==> src/rtl/uart_tx_fsm.sv <==
// UART transmitter control FSM: sequences start, data, optional parity and stop bits,
// and drives the serializer enable, TX mux select, Busy and end-of-frame indicator.
module uart_tx_fsm (
    input  logic       clk,
    input  logic       rst,
    input  logic       Data_valid,
    input  logic       ser_done,
    input  logic       Par_en,
    output logic       ser_en,
    output logic [1:0] mux_sel,
    output logic       Busy,
    output logic       idle_data
);

    typedef enum logic [3:0] {
        IDLE   = 4'd0,
        START  = 4'd1,
        DATA   = 4'd2,
        PARITY = 4'd3,
        STOP   = 4'd4
    } state_e;

    state_e state_q, state_d;

    always_ff @(posedge clk) begin
        if (rst) begin
            state_q <= IDLE;
        end else begin
            state_q <= state_d;
        end
    end

    // Unused codes fall through to the default arm and recover to IDLE.
    always_comb begin
        state_d = IDLE;
        case (state_q)
            IDLE:    state_d = Data_valid ? START : IDLE;
            START:   state_d = DATA;
            DATA: begin
                if (!ser_done) begin
                    state_d = DATA;
                end else if (Par_en) begin
                    state_d = PARITY;
                end else begin
                    state_d = STOP;
                end
            end
            PARITY:  state_d = STOP;
            STOP:    state_d = IDLE;
            default: state_d = IDLE;
        endcase
    end

    always_comb begin
        Busy      = 1'b0;
        ser_en    = 1'b0;
        mux_sel   = 2'd2;
        idle_data = 1'b0;
        case (state_q)
            START: begin
                Busy    = 1'b1;
                ser_en  = 1'b1;
                mux_sel = 2'd0;
            end
            DATA: begin
                Busy    = 1'b1;
                ser_en  = 1'b1;
                mux_sel = 2'd2;
            end
            PARITY: begin
                Busy    = 1'b1;
                mux_sel = 2'd3;
            end
            STOP: begin
                Busy      = 1'b1;
                mux_sel   = 2'd1;
                idle_data = 1'b1;
            end
            default: ;
        endcase
    end

endmodule

==> config.mk <==
export PLATFORM = sky130hd
export DESIGN_NAME = uart_tx_fsm
export DESIGN_NICKNAME = d
export VERILOG_FILES = /design/src/rtl/uart_tx_fsm.sv
export SDC_FILE = /design/constraint.sdc
export NUM_CORES = 1
export LEC_CHECK = 0
export BUFFER_PORTS_ARGS = -buffer_cell sky130_fd_sc_hd__buf_2
export CAP_MARGIN = 20
export CORE_AREA = 2 2 39 41
export CTS_CLUSTER_DIAMETER = 150
export DETAILED_ROUTE_END_ITERATION = 16
export DIE_AREA = 0 0 41 43
export GPL_TIMING_DRIVEN = 0
export PLACE_DENSITY = 0.43
export SLEW_MARGIN = 15
export SYNTH_ARGS = -nofsm -noshare
export SYNTH_HDL_FRONTEND = slang
export SYNTH_SLANG_ARGS = --single-unit
==> constraint.sdc <==
create_clock -name clk -period 1.2 [get_ports clk]
set_input_delay 0.24 -clock clk [delete_from_list [all_inputs] [get_ports clk]]
set_output_delay 0.24 -clock clk [all_outputs]
set_load 0.01 [all_outputs]
Word level (Yosys, flattened, before mapping)
Index checks and enable logic that the tools add are counted.
{"block": "totals", "register_bits": 4, "in_bits": 5, "output_inout_bits": 5, "elab_cells": 16}
{"block": "classes", "eq_ne": 4, "mux": 8, "reduce_logical": 3}
{"cell": "$pmux 3 s4", "n": 1}
{"cell": "$eq 4x2->1 const B", "n": 2}
{"cell": "$mux 3", "n": 2}
{"cell": "$pmux 2 s3", "n": 1}
{"cell": "$eq 4x1->1 const B", "n": 1}
{"cell": "$eq 4x3->1 const B", "n": 1}
{"cell": "$logic_not 4->1", "n": 1}
{"cell": "$mux 1", "n": 4}
{"cell": "$reduce_or 4->1", "n": 1}
{"cell": "$reduce_or 2->1", "n": 1}

Logic depth before layout (Yosys ltp)
{"block": "logic_depth", "depth_word": 3, "ltp_mapped": 3, "mapped_depth_nobuf": 2}

Worst setup path after synthesis
Ideal clock, no wire load.
{"block": "synth_timing", "kind": "reg2out", "from": "register state_q[0]", "to": "output port Busy", "t_arrival_ns": 0.974, "required_time_ns": 0.960, "setup_slack_ns": -0.014, "path_stages_with_launch": 4, "path_buffers": 1, "cell_sequence": "dfxtp_1 buf_2 or3b_1 o211ai_1"}
{"block": "synth_via", "elab_chain_len": 3, "elab_cells_between_ends": 6, "classes_between": "eq/ne (4); mux (1); reduce/logical (1)"}
{"item": "start, declared", "line": "23", "text": "state_e state_q, state_d;"}
{"item": "start signal, assigned", "line": "29", "text": "state_q <= state_d;"}
{"item": "$eq 4x3->1, or another cell as far along", "line": "59", "text": "case (state_q)"}
{"item": "$reduce_or 4->1 (no source line) (*)"}
{"item": "$mux 1 (*)", "line": "59"}
{"item": "end, declared", "line": "11", "text": "output logic Busy,"}
Every way passes the cells marked *; elsewhere a longest branch is shown, timed or not.

Worst setup path in the final report
{"block": "layout_timing", "from": "register state_q[1]", "to": "output port Busy"}
The elaborated chain is that of the path after synthesis.

==> impl_metrics.csv <==
group,metric,value,unit
synthesis,synth_edf_count,0,
drt,wl,537,µm
synthesis,synth_top_area_share,0.3117,
synthesis,synth-xor-area-share,0.09091,
drt,drtAntennaViolNets,0,
cells_and_area,layout.cells.non_filler,53,
cts,cts_tree,"yes",
hold_path,hp-class,"input pin to register",
worst_setup_path,cp-start-kind,"register",
worst_setup_path,critPathMaxFanout,3,
global_route,antenna_found_initial,0,
drt,drt_first_pass_iters,2,
worst_setup_path,worstSetupPathType,"register to primary output",
cts,postCtsHoldBufs,0,
synthesis,postSynth.asyncResetShare,0,
timing,fin_ws,-0.2430,ns
place,placed_cells,46,
synthesis,ys_seq_elements,3,
synthesis,synth_top_family_by_area,"simple AND/OR/NAND/NOR gates",
timing,finalSetupViolCount,5,
synthesis,yosysSeqAreaShare,0.3117,
timing,max-slew-margin-rel,0.8038,
synthesis,netlist_top_cells_area,"dfxtp_1 31%, or3b_1 9.1%, nand2b_1 6.5%, o31ai_2 6.5%, a2111oi_1 5.2%",
cells_and_area,largest_register_ffs,3,
synthesis,synth_ff_type,"dfxtp_1",
place,detailedPlace.worstSlack,-0.1506,ns
global_route,grt_pass1_wl,683,µm
cells_and_area,nets,43,
cts,clk_pin_slew,0.04,ns
floorplan,die_width,41,µm
timing,hold_violations,0,
synthesis,syn_avg_cell_area,9.175,µm²
cts,cts.path.max_buffers,2,
worst_setup_path,cp.required,0.96,ns
power_and_ir_drop,powerDensity,1130,nW/µm²
worst_setup_path,cpMaxStageDelayCell,"or3b_4",
global_route,grt_usage,0.06319,
synthesis,ys_top_cells_by_count,"3 x dfxtp_1, 2 x nand2b_1, 2 x or3b_1",
synthesis,synth_fp_nets,26,
worst_setup_path,critPathCaptureType,"primary output",
cts,cts.sink_count,3,
cts,insertion_delay,0.23,ns
timing,fin_crit_sh,1.202,
synthesis,yosys.cell_count.top_type,"dfxtp_1",
synthesis,synthAdderAreaFrac,0,
status,outcome,"complete, but fails checks",
power_and_ir_drop,p_total,391.8,µW
timing,fmax,693.0,MHz
drt,route.detailed.drc,0,
synthesis,synth_top_area_cell,"dfxtp_1",
synthesis,synthCells,21,
place,routabilityCongestion,0.6080,
worst_setup_path,arrival,1.20,ns
drt,num_vias,214,
power_and_ir_drop,peakVddDrop,0.4598,mV
drt,avgViaCountPerCell,4.038,
cts,cts_buffers,3,
timing,maxSlewViolCount,0,
worst_setup_path,critPathMaxStageDelay,0.40,ns
synthesis,synth-compound-area-share,0.2078,
floorplan,core.rowCount,14,
power_and_ir_drop,leakagePower,0.1780,nW
timing,finalSetupTns,-0.7788,ns
flow_run,cap_violations,0,
floorplan,io_pins,10,
timing,worst_pin_slew,0.2936,ns
cells_and_area,max_flop_register,"state_q",
cells_and_area,diodes,0,
drt,drtIter0Drc,1,
floorplan,die_h,43,µm
cells_and_area,area_growth,79.87,%
cts,root_buffer,"clkbuf_4",
status,violations,"negative setup slack",
timing,finalCriticalPeriod,1.443,ns
worst_setup_path,worstPathCellList,"or3b_4 -> o211ai_1 -> buf_2",
synthesis,synth_warnings,0,
global_route,grt_max_degree,8,
global_route,first_global_vias,184,
drt,wl_per_cell,10.13,µm
floorplan,core_region_area,1384,µm²
floorplan,die-area,1763,µm²
synthesis,muxShareOfSynthArea,0,
timing,grt_setup_unrepaired,"true",
global_route,grt_overflow,0,
timing,skew,0.0009081,ns
synthesis,synthDistinctLibCells,17,
cts,htree_levels,1,
place,io_buffers,9,
cells_and_area,layout-drive-gt1-share,0.6486,
cells_and_area,reg_top3,"state_q: 3 flops",
synthesis,synth_simple_gate_area_frac,0.3442,
floorplan,start_util,0.1392,
synthesis,synth_area,192.7,µm²
-- power by group --
| group | internal (mW) | total (mW) | leakage (nW) | switching [mW] |
|---|---|---|---|---|
| sequential | 0.105 | 0.110 | 0.0267 | 0.00503 |
| clock | 0.125 | 0.179 | 0.0150 | 0.0541 |
| combinational | 0.0564 | 0.103 | 0.136 | 0.0468 |
-- cell usage in the layout (no fill, tap or decap), drive strengths merged, types with 2 or more instances in the layout --
cell type,netlist,final
buf,1,13
dfxtp,3,3
clkbuf,0,4
or3b,2,2
nand2b,2,2
-- path summary, 6_finish.rpt --
| kind | slack, ns | end | start | cells after the start |
|---|---|---|---|---|
| max | -0.24 | Busy | state_q[1]$_SDFF_PP0_ | 3 |
| min | 0.21 | state_q[0]$_SDFF_PP0_ | rst | 2 |
| max reg2reg | 0.03 | state_q[1]$_SDFF_PP0_ | state_q[2]$_SDFF_PP0_ | 3 |
| min reg2reg | 0.57 | state_q[0]$_SDFF_PP0_ | state_q[2]$_SDFF_PP0_ | 2 |
-- timing repair --
action | 4_1_cts | 5_1_grt
endpoints found under the setup margin | 5 | 7
setup buffers | 4 | 0
gates resized for setup | 8 | 3
cloned | 0 | 0
pin swaps | 3 | 0
-- metal layers --
metal  part of all wire  wire, µm  GRT usage  vias to the layer above
met2               0.48       258    0.08125                       12
met4                  0         0    0.04000                        0
li1                   -         -          -                      107
met1               0.41       220    0.07051                       95
met3               0.11        58    0.04712                        0
met5                  0         0          0                        -
-- through the flow --
stage                     hold WS [ns]  area (µm²)    util
after detailed placement        0.4332       260.3  0.1881
final                           0.2108       346.6  0.2505
after global routing            0.2115       346.6  0.2505
after floorplan                 0.3168       195.2       -
after CTS                       0.1717       334.1  0.2414
after global placement          0.4383       260.3  0.1881
-- cell families after synthesis --
logic type / count (synthesis)
buffers and inverters: 2
AO/OA/AOI/OAI: 4
AND/OR/NAND/NOR: 10
flip-flops: 3
XOR/XNOR: 2
-- critical path, delay by kind of cell, from the launching register on --
kind	cells	cell delay (ns)
buf+inv	1	0.15
flops	1	0.33
simple gates	1	0.40
compound gates	1	0.09
-- area by class of cell --
type	instances	area (µm²)
clock buffer	4	26.28
fill	167	1037
inverter	1	3.754
multi-input combinational	16	140.1
sequential	3	71.32
tap	16	20.02
timing repair buffer	13	85.08
No activity file was read; power rests on OpenSTA's default activity.
